`src/rtl/mux_ctrl_pkg.sv`:
```
// Shared types and helpers for the round-robin mux arbiter.
package mux_ctrl_pkg;

  localparam int NUM_REQ = 4;
  localparam int SEL_W   = 2;

  typedef enum logic {
    IDLE  = 1'b0,
    GRANT = 1'b1
  } state_t;

  // The mux decodes select inverted: requester i sits on select ~i.
  function automatic logic [SEL_W-1:0] idx_to_sel(input logic [SEL_W-1:0] i);
    return ~i;
  endfunction

endpackage

```
`src/rtl/four_bit_mux.sv`:
```
// Shared 4:1 single-bit mux; select 3..0 picks a, b, c, d.
module four_bit_mux (
  input  logic       a,
  input  logic       b,
  input  logic       c,
  input  logic       d,
  input  logic [1:0] sel,
  output logic       y
);

  always_comb begin
    y = 1'b0;
    case (sel)
      2'd3:    y = a;
      2'd2:    y = b;
      2'd1:    y = c;
      default: y = d;
    endcase
  end

endmodule

```
`src/rtl/mux4_rr_arbiter_pick.sv`:
```
// Combinational round-robin picker: first set request after ptr, with wrap.
module rr_pick4
  import mux_ctrl_pkg::*;
(
  input  logic [NUM_REQ-1:0] req,
  input  logic [SEL_W-1:0]   ptr,
  output logic               found,
  output logic [SEL_W-1:0]   idx
);

  logic [SEL_W-1:0]   cand [NUM_REQ];
  logic [NUM_REQ-1:0] hit;

  // cand[k] is the k-th index scanned; ptr itself is visited last.
  genvar gi;
  generate
    for (gi = 0; gi < NUM_REQ; gi++) begin : g_cand
      assign cand[gi] = ptr + SEL_W'(gi + 1);
      assign hit[gi]  = req[cand[gi]];
    end
  endgenerate

  always_comb begin
    found = |hit;
    idx   = cand[0];
    for (int k = NUM_REQ - 1; k >= 0; k--) begin
      if (hit[k]) idx = cand[k];
    end
  end

endmodule

```
`src/rtl/mux4_rr_arbiter.sv`:
```
// Round-robin arbiter sharing one four_bit_mux between four 1-bit requesters,
// with bursts of up to MAX_BURST accepted beats per grant.
module mux4_rr_arbiter
  import mux_ctrl_pkg::*;
#(
  parameter int MAX_BURST = 4
) (
  input  logic               clk,
  input  logic               rst,
  input  logic [NUM_REQ-1:0] req,
  input  logic [NUM_REQ-1:0] din,
  output logic               out_valid,
  output logic               out_data,
  input  logic               out_ready,
  output logic [NUM_REQ-1:0] grant,
  output logic [SEL_W-1:0]   sel,
  output logic               busy
);

  localparam logic [3:0] LAST_BEAT = 4'(MAX_BURST - 1);

  state_t             state_reg, state_next;
  logic [SEL_W-1:0]   ptr_reg, ptr_next;
  logic [3:0]         count_reg, count_next;
  logic [NUM_REQ-1:0] grant_reg, grant_next;
  logic [SEL_W-1:0]   sel_reg, sel_next;

  logic               pick_found;
  logic [SEL_W-1:0]   pick_idx;
  logic               owner_req;
  logic               transfer;

  rr_pick4 u_pick (
    .req   (req),
    .ptr   (ptr_reg),
    .found (pick_found),
    .idx   (pick_idx)
  );

  four_bit_mux u_mux (
    .a   (din[0]),
    .b   (din[1]),
    .c   (din[2]),
    .d   (din[3]),
    .sel (sel_reg),
    .y   (out_data)
  );

  // ptr always holds the current (or last) owner, so it indexes its request.
  assign owner_req = req[ptr_reg];
  assign busy      = (state_reg == GRANT);
  // A beat in flight while rst is high must not be accepted downstream.
  assign out_valid = busy && owner_req && !rst;
  assign transfer  = out_valid && out_ready;
  assign grant     = grant_reg;
  assign sel       = sel_reg;

  always_comb begin
    state_next = state_reg;
    ptr_next   = ptr_reg;
    count_next = count_reg;
    grant_next = grant_reg;
    sel_next   = sel_reg;
    case (state_reg)
      IDLE: begin
        if (pick_found) begin
          state_next = GRANT;
          grant_next = NUM_REQ'(1) << pick_idx;
          sel_next   = idx_to_sel(pick_idx);
          ptr_next   = pick_idx;
          count_next = '0;
        end
      end
      GRANT: begin
        if (!owner_req) begin
          state_next = IDLE;
          grant_next = '0;
          count_next = '0;
        end else if (transfer) begin
          if (count_reg == LAST_BEAT) begin
            state_next = IDLE;
            grant_next = '0;
            count_next = '0;
          end else begin
            count_next = count_reg + 4'd1;
          end
        end
      end
      default: begin
        state_next = IDLE;
        grant_next = '0;
        count_next = '0;
      end
    endcase
  end

  always_ff @(posedge clk) begin
    if (rst) begin
      state_reg <= IDLE;
      ptr_reg   <= SEL_W'(NUM_REQ - 1);
      count_reg <= '0;
      grant_reg <= '0;
      sel_reg   <= '0;
    end else begin
      state_reg <= state_next;
      ptr_reg   <= ptr_next;
      count_reg <= count_next;
      grant_reg <= grant_next;
      sel_reg   <= sel_next;
    end
  end

endmodule

```
`config.mk`:
```
export PLATFORM = sky130hd
export DESIGN_NAME = mux4_rr_arbiter
export DESIGN_NICKNAME = d
export VERILOG_FILES = /design/src/rtl/mux_ctrl_pkg.sv /design/src/rtl/four_bit_mux.sv /design/src/rtl/mux4_rr_arbiter_pick.sv /design/src/rtl/mux4_rr_arbiter.sv
export SDC_FILE = /design/constraint.sdc
export NUM_CORES = 1
export LEC_CHECK = 0
export CORE_ASPECT_RATIO = 1.2
export CORE_MARGIN = 1
export CORE_UTILIZATION = 35
export CTS_CLUSTER_SIZE = 28
export DETAILED_ROUTE_END_ITERATION = 12
export DONT_BUFFER_PORTS = 1
export GPL_TIMING_DRIVEN = 0
export PLACE_DENSITY = 0.57
export SETUP_SLACK_MARGIN = 0.5
export SYNTH_ARGS = -nofsm -noshare
export SYNTH_HDL_FRONTEND = slang
export SYNTH_HIERARCHICAL = 1
export SYNTH_SLANG_ARGS = --single-unit
export TNS_END_PERCENT = 30
```
`constraint.sdc`:
```
create_clock -name clk -period 4.5 [get_ports clk]
set_input_delay 0.675 -clock clk [delete_from_list [all_inputs] [get_ports clk]]
set_output_delay 0.675 -clock clk [all_outputs]
set_load 0.01 [all_outputs]
```
# Word level (Yosys, flattened, before mapping)

Cells that the tools add are included.

Add/sub/neg operators: 4
$mul: 0
Div/mod/pow operators: 0
Magnitude comparators: 4
Equal/unequal tests: 7
Shift-type cells: 1
Mux-type cells: 28
Bitwise gates (word level): 2
Reductions and logical operators: 8

Operator list:

| kind                                                                         | count |
|---|---|
| 4-bit 2-to-1 mux                                                             | 8 |
| 4-bit case mux with 2 select lines                                           | 2 |
| 2-bit by 3-bit less-than comparator with 1-bit output, second input constant | 4 |
| 1-bit binary-select mux with 2-bit select                                    | 4 |
| 1-bit 2-to-1 mux                                                             | 8 |
| 2-bit 2-to-1 mux                                                             | 4 |
| 3-bit != test, second input constant                                         | 2 |
| 2-bit adder, second input constant                                           | 2 |
| 4-bit by 1-bit adder with 4-bit output, second input constant                | 1 |
| 2-bit equality test, second input constant                                   | 2 |
| 4-bit by 2-bit equality test with 1-bit output, second input constant        | 1 |
| 2-bit AND reduction                                                          | 2 |
| 4-bit OR reduction                                                           | 1 |
| 1-bit by 2-bit left shift with 4-bit output, first input constant            | 1 |
| 1-bit logical AND                                                            | 3 |
| 1-bit case mux with 3 select lines                                           | 1 |
| 3-bit AND reduction                                                          | 1 |
| 2-bit by 1-bit adder with 2-bit output, second input constant                | 1 |
| 2-bit by 1-bit equality test with 1-bit output, second input constant        | 1 |
| 2-bit != test, second input constant                                         | 1 |
| 2-bit NOT                                                                    | 1 |
| 1-bit case mux with 2 select lines                                           | 1 |
| 1-bit zero test                                                              | 1 |
| 1-bit NOT                                                                    | 1 |

Flip-flop bits (word level): 13
Latch bits: 0
Memory bits (writable): 0
Memory bits (read-only): 0
Output and inout port bits: 9
Word-level logic and storage cells: 59
Memories: 0

# Longest topological paths before layout

Gate-level depths: netlist of the first run.

Depth after elaboration: 9
Mapped depth: 6

# Cells and area by module

Netlist of the first run, hierarchy kept.

By module, submodules not included:

| module          | times used | cells each | area each (µm²) | sequential area each (µm²) |
|---|---|---|---|---|
| mux4_rr_arbiter | 1          | 66         | 611.8           | 260.2 |
| rr_pick4        | 1          | 18         | 115.1           | 0.0 |
| four_bit_mux    | 1          | 1          | 22.5            | 0.0 |

# Least setup slack after synthesis of the first run

OpenSTA, ideal clock, no wires.

Kind: input port to output port
From: input req[3]
To: output out_valid
Data arrival time: 1.274 ns
Required time: 3.825 ns
Path slack: 2.551 ns
Stages on the path: 3
Buffers on the path: 0
Cell sequence: mux2i_1 o22ai_2 nor2b_1

Longest elaborated chain between the ends: 4

RTL lines:

| element                                   | line                  | RTL |
|---|---|---|
| start: declaration                        | mux4_rr_arbiter.sv:10 | `input logic [NUM_REQ-1:0] req,` |
| 1-bit binary-select mux with 2-bit select | mux4_rr_arbiter.sv:50 | `assign owner_req = req[ptr_reg];` |
| 1-bit 2-to-1 mux (not written as such)    | mux4_rr_arbiter.sv:50 |  |
| 1-bit logical AND (2 in series)           | mux4_rr_arbiter.sv:53 | `assign out_valid = busy && owner_req && !rst;` |
| end: declaration                          | mux4_rr_arbiter.sv:12 | `output logic out_valid,` |

No other way between the ends. The select of a mux whose other input is x is not followed.

# Worst setup path in the final report of the first run

From: register state_reg, in the netlist busy
To: output out_valid

Longest elaborated chain between the ends: 2

RTL lines:

| element                         | line                   | RTL |
|---|---|---|
| start: declaration              | mux4_rr_arbiter.sv:22  | `state_t state_reg, state_next;` |
| start signal: assignment        | mux4_rr_arbiter.sv:105 | `state_reg <= state_next;` |
| 1-bit logical AND (2 in series) | mux4_rr_arbiter.sv:53  |  |

No other way between the ends.

==> results of run 1 <==
[metrics by stage]
stage               hold WS, ns  power, mW
floorplan                 0.486      0.200
global placement          0.506      0.209
detailed placement        0.513      0.211
CTS                       0.525      0.282
global route              0.546      0.298
finish                    0.514      0.278
[metal layers]
layer	vias to the layer above	part of all wire	routed length, um	global-route usage
met1	275	0.44	605	0.152
met5	-	0	0	0
li1	311	-	-	-
met4	0	0.026	36	0.0909
met3	5	0.054	74	0.0276
met2	12	0.48	653	0.225
[worst reg2reg max path, cell delays in order, from the launching register on]
cell     delay, ns
dfxtp_1       0.41
buf_2         0.23
nand2_1       0.09
o22ai_2       0.36
a21oi_4       0.14
or2_1         0.27
nor2_1        0.11
[worst paths after layout]
| check | endpoint | slack, ns | cells after the start |
|---|---|---|---|
| max | out_valid | 2.17 | 4 |
| min | grant[2] | 0.51 | 2 |
| max reg2reg | count_reg[0] | 2.83 | 6 |
| min reg2reg | grant[2] | 0.51 | 2 |
[cells by family after synthesis]
family	share of synthesized area
AOI/OAI and AO/OA	0.204
adders and majority gates	0.0167
muxes	0.0968
DFF	0.347
xor gates and xnor gates	0.0467
and+or+nand+nor	0.272
buffers and inverters	0.0167
[layout make-up]
cell class / count / area [um^2] / area share
buffer: 2 / 8.76 / 0.0108
clock buffer: 4 / 26.3 / 0.0323
inverter: 1 / 3.75 / 0.00462
multi-input combinational: 69 / 477 / 0.586
sequential: 13 / 260 / 0.320
tap: 30 / 37.5 / 0.0462
[placed cells by master, fill, tap and decap left out]
master | Yosys | routed
a21oi_1 | 10 | 10
a21oi_4 | 1 | 1
a22oi_1 | 1 | 1
a2bb2oi_1 | 1 | 1
and2_1 | 1 | 1
and2b_2 | 1 | 1
and3_2 | 1 | 1
buf_2 | 1 | 1
clkbuf_1 | 1 | 2
clkbuf_4 | 0 | 3
dfxtp_1 | 13 | 13
ha_1 | 1 | 1
inv_1 | 1 | 1
mux2i_1 | 5 | 5
mux4_2 | 1 | 1
nand2_1 | 6 | 6
nand2b_1 | 5 | 5
nand2b_4 | 1 | 1
nand3_1 | 1 | 1
nand4b_1 | 1 | 1
nor2_1 | 11 | 11
nor2b_1 | 3 | 3
nor3_1 | 1 | 1
nor3b_1 | 1 | 1
o2111ai_1 | 1 | 1
o21a_1 | 3 | 3
o21ai_0 | 1 | 1
o21ai_1 | 1 | 1
o21bai_1 | 1 | 1
o221ai_1 | 1 | 1
o22ai_2 | 1 | 1
or2_1 | 1 | 1
or4_1 | 1 | 1
or4b_4 | 1 | 1
xnor2_1 | 4 | 4
[power breakdown]
part           internal, mW  switching (mW)
sequential            0.126          0.0152
combinational        0.0329          0.0335
clock                0.0344          0.0363
==> results.yml, run 1 <==
global_route:
  grt_max_degree: 11
  grt_pass1_vias: 542
  overflow: 0
  antenna_found_initial: 0
  grt_pass1_wl_um: 2280
  grt_usage: 0.135
route:
  wire_per_inst_um: 11.5
  drt-total-wl_um: 1370
  drcViolationCount: 0
  ant_nets: 0
  vias: 603
  detail_route.first_pass.iterations: 5
  viasPerCell: 5.07
  drtIter0Drc: 12
worst_setup_path:
  critPathSlowestCell: "dfxtp_1"
  cpPeakStageDelay_ns: 0.41
  path_class: "reg -> out"
  critPathRequiredTime_ns: 3.83
  end_kind: "output pin"
  arrival_ns: 1.66
  crit_start: "busy"
  worst-path-buf-inv: 1
  crit_path_cell_trace: "buf_2 > nand2_1 > o22ai_2 > nor2b_1"
  worst_setup_path_start_kind: "flop"
  crit_fanout: 10
  r2r_start: "busy"
  critPathTopFamily: "flip-flops"
synth:
  yosys-top-cells-count: "13 x dfxtp_1, 11 x nor2_1, 10 x a21oi_1, 6 x nand2_1"
  ys.warnings.count: 6
  synth_seq_cells: 13
  synthDistinctLibCells: 34
  syn_inst: 85
  ys_top_cells_by_area: "dfxtp_1 35%, a21oi_1 6.7%, mux2i_1 6.7%, nor2_1 5.5%, xnor2_1 4.7%"
  synth-edff-count: 0
  synth_fp_nets: 97
  yosysTopAreaCellShare: 0.347
  syn_area_per_cell_um2: 8.82
  yosysMostFrequentCell: "dfxtp_1"
  async_flop_share: 0
  ys_seq_area_frac: 0.347
  synth_top_cell_by_area: "dfxtp_1"
  netlist_area_um2: 749
  synth-main-ff-cell: "dfxtp_1"
worst_hold_path:
  hold_class: "reg -> reg"
  hp-start: "grant[2]"
layout:
  final_nets: 102
  stdcell_area_um2: 813
  antenna_cells: 0
  postLayoutCoreUtil: 0.397
  syn2layout_area_growth_pct: 8.51
  final_cells: 119
  fill_cells: 211
  drive_gt1_frac: 0.124
clocking:
  cts_root_buf: "clkbuf_4"
  cts_made_buffers: 3
  cts_sinks: 13
  post-cts-setup-buffer-count: 0
  clockBufferDepth: 2
  htreeDepth: 1
  path_clk_slew_ns: 0.07
  cts-resized-gates: 0
  cts_tree: "built"
  clock_latency_ns: 0.27
  hold_buffers: 0
floorplan:
  core_um2: 2050
  die_x_um: 44.2
  die-area_um2: 2330
  io_pins: 20
  die_h_um: 52.7
  std_cell_rows: 18
  initial_core_util: 0.366
sta:
  hold_violations: 0
  slew_headroom: 0.708
  finClkSkew_ns: 0.00134
  setup_ws_ns: 2.17
  fin_crit_sh: 0.519
  tightest_slew_ns: 0.437
  max_freq_mhz: 428
  setup-tns-final_ns: 0
  rsz0062_at_grt: "false"
  slew_violations: 0
  setup_viol: 0
  min_period_ns: 2.33
placed_design:
  port_buffers: 0
  placed_cell_area_um2: 787
  pre_cts_slack_ns: 2.44
  numPlacedInstances: 115
  place_congestion: 0.717
  post-dp-hpwl_um: 1060
power:
  peakVddDrop_v: 0.000157
  p_per_area_nw_per_um2: 342
  p_leak_nw: 0.321
status:
  status: "complete, no violations"
run:
  drv_cap: 0
(Power assumes the default switching activity.)
==> inputs of run 2 (changes only) <==
--- a/config.mk
+++ b/config.mk
@@ -5,6 +5,7 @@
 export SDC_FILE = /design/constraint.sdc
 export NUM_CORES = 1
 export LEC_CHECK = 0
+export ABC_AREA = 1
 export CORE_ASPECT_RATIO = 1.2
 export CORE_MARGIN = 1
 export CORE_UTILIZATION = 35
@@ -12,7 +13,7 @@
 export DETAILED_ROUTE_END_ITERATION = 12
 export DONT_BUFFER_PORTS = 1
 export GPL_TIMING_DRIVEN = 0
-export PLACE_DENSITY = 0.57
+export PLACE_DENSITY = 0.59
 export SETUP_SLACK_MARGIN = 0.5
 export SYNTH_ARGS = -nofsm -noshare
 export SYNTH_HDL_FRONTEND = slang
==> constraint.sdc (replaced) <==
create_clock -name clk -period 1.9 [get_ports clk]
set_input_delay 0.285 -clock clk [delete_from_list [all_inputs] [get_ports clk]]
set_output_delay 0.285 -clock clk [all_outputs]
set_load 0.01 [all_outputs]
==> run 2 against run 1 <==
Combinational power grew to 20 times the previous value. Clock skew rose by 0.0015 ns. Worst setup slack got worse by 1.9 ns. Largest power group is now combinational cells. Critical endpoint unchanged.
==> results.yml, run 2 <==
layout:
  drive_gt1_frac: 0.344
  postLayoutCoreUtil: 0.462
  final_cell_mix: "36 x nand2_1, 26 x inv_1, 16 x nor2_1"
  syn2layout_area_growth_pct: 26.8
  regArea_um2: 268
  stdcell_area_um2: 1290
  multi_input_comb_area_um2: 711
  fill_cells: 293
  layout_commonest_cell: "nand2_1"
  antenna_cells: 0
  final_cells: 214
  final_nets: 193
worst_setup_path:
  path_class: "reg -> out"
  cpPeakStageDelay_ns: 0.37
  crit_fanout: 5
  crit_path_cell_trace: "buf_4 > nand2_1 > nand3_2 > nand2_4 > nand2_1 > nor2_2"
  cp_common_cell: "nand2_1"
  end_kind: "output pin"
  worst_setup_path_start_kind: "flop"
  critPathRequiredTime_ns: 1.62
  reg2reg_slack_ns: 0.30
  critPathSlowestCell: "dfxtp_4"
  arrival_ns: 1.32
  worst-path-buf-inv: 1
  critPathTopFamily: "simple AND/OR/NAND/NOR gates"
floorplan:
  die_h_um: 61.0
  io_pins: 20
  core_um2: 2790
  die_x_um: 51.2
  die-area_um2: 3120
  std_cell_rows: 21
  initial_core_util: 0.364
route:
  drtIter0Drc: 11
  wire_per_inst_um: 10.4
  drt-total-wl_um: 2230
  drcViolationCount: 0
  viasPerCell: 4.76
  ant_nets: 0
  detail_route.first_pass.iterations: 4
  vias: 1018
synth:
  yosys-top-cells-count: "48 x nand2_1, 31 x inv_1, 21 x nor2_1, 15 x nand3_1, 13 x dfxtp_1"
  synth_fp_nets: 181
  synth-main-ff-cell: "dfxtp_1"
  ys.warnings.count: 6
  synth_top_cell_by_area: "dfxtp_1"
  synthDistinctLibCells: 21
  yosys-mux-area-fraction: 0
  yosys.area_share.simple: 0.496
  yosysMostFrequentCell: "nand2_1"
  netlist_area_um2: 1010
  ys_top_cells_by_area: "dfxtp_1 26%, nand2_1 18%, inv_1 11%, nor2_1 7.8%, nand3_1 7.4%"
  yosysTopAreaCellShare: 0.256
  synth_top_family_by_area: "simple AND/OR/NAND/NOR gates"
  syn_inst: 169
  async_flop_share: 0
  synth-edff-count: 0
  synth_compound_area_frac: 0.0493
  synth_seq_cells: 13
  synth_fa_ha_area_frac: 0.0123
  synth-xor-area-share: 0.0173
  syn_area_per_cell_um2: 6.00
  ys_seq_area_frac: 0.256
placed_design:
  numPlacedInstances: 203
  post-dp-hpwl_um: 1650
  pre_cts_slack_ns: 0.284
  placed_cell_area_um2: 1080
  port_buffers: 0
  place_congestion: 0.744
sta:
  hold_violations: 0
  fin_crit_sh: 0.847
  rsz0062_at_grt: "true"
  setup_ws_ns: 0.291
  finClkSkew_ns: 0.00280
  hold_ws_ns: 0.0598
  tightest_slew_ns: 0.511
  setup_viol: 0
  slew_headroom: 0.659
  min_period_ns: 1.61
  slew_violations: 0
  setup-tns-final_ns: 0
  max_freq_mhz: 622
clocking:
  hold_buffers: 0
  clock_latency_ns: 0.28
  clockBufferDepth: 2
  cts_root_buf: "clkbuf_4"
  cts_sinks: 13
  cts_tree: "built"
  cts_made_buffers: 3
  path_clk_slew_ns: 0.07
  htreeDepth: 1
power:
  p_leak_nw: 0.690
  p_per_area_nw_per_um2: 1590
  power_mw: 2.04
  peakVddDrop_v: 0.000689
worst_hold_path:
  hold_class: "in -> reg"
global_route:
  overflow: 0
  antenna_found_initial: 0
  grt_pass1_wl_um: 3570
  grt_pass1_vias: 952
  grt_usage: 0.154
  grt_max_degree: 11
run:
  drv_cap: 0
status:
  status: "complete, no violations"
run 2: path summary, 6_finish.rpt:
kind	start	end	cells past startpoint
max	ptr_reg[0]	out_valid	6
min	rst	sel[0]	1
max reg2reg	ptr_reg[0]	count_reg[1]	13
min reg2reg	count_reg[1]	count_reg[1]	2
run 2: cell type report:
| class | count | area share |
|---|---|---|
| multi-input combinational | 115 | 0.553 |
| timing repair buffer | 7 | 0.0438 |
| tap | 34 | 0.0331 |
| clock buffer | 4 | 0.0204 |
| sequential | 13 | 0.208 |
| buffer | 2 | 0.0204 |
| inverter | 39 | 0.122 |
run 2: kinds of logic (layout without fill, tap and decap cells):
| family | Yosys count | after routing |
|---|---|---|
| flops | 13 | 13 |
| buf+inv | 41 | 52 |
| fa+ha+maj | 1 | 1 |
| compound gates | 10 | 10 |
| xor+xnor | 2 | 2 |
| simple gates | 102 | 102 |
run 2: timing repair:
action / in CTS / in global routing
buffers inserted: 0 / 6
pin swaps: 0 / 12
cloned: 1 / 0
endpoints found under the hold margin: 0 / 0
endpoints found under the setup margin: 14 / 15
resized for setup: 7 / 31
run 2: worst reg2reg max path, delay by kind of cell (launching register included):
kind	cells	cell delay, ns
buffers and inverters	4	0.38
flip-flops	1	0.37
AND/OR/NAND/NOR	9	0.75
run 2: layer usage:
| layer | GRT usage | vias up | part of all wire |
|---|---|---|---|
| met2 | 0.297 | 12 | 0.55 |
| li1 | - | 538 | - |
| met4 | 0.103 | 0 | 0.026 |
| met1 | 0.152 | 463 | 0.39 |
| met3 | 0.0201 | 5 | 0.033 |
| met5 | 0 | - | 0 |
run 2: power breakdown:
group          internal, mW  leakage, nW  total [mW]  switching [mW]
clock network        0.0817       0.0150       0.174          0.0922
registers             0.376        0.107       0.534           0.157
logic                 0.535        0.567        1.34           0.801
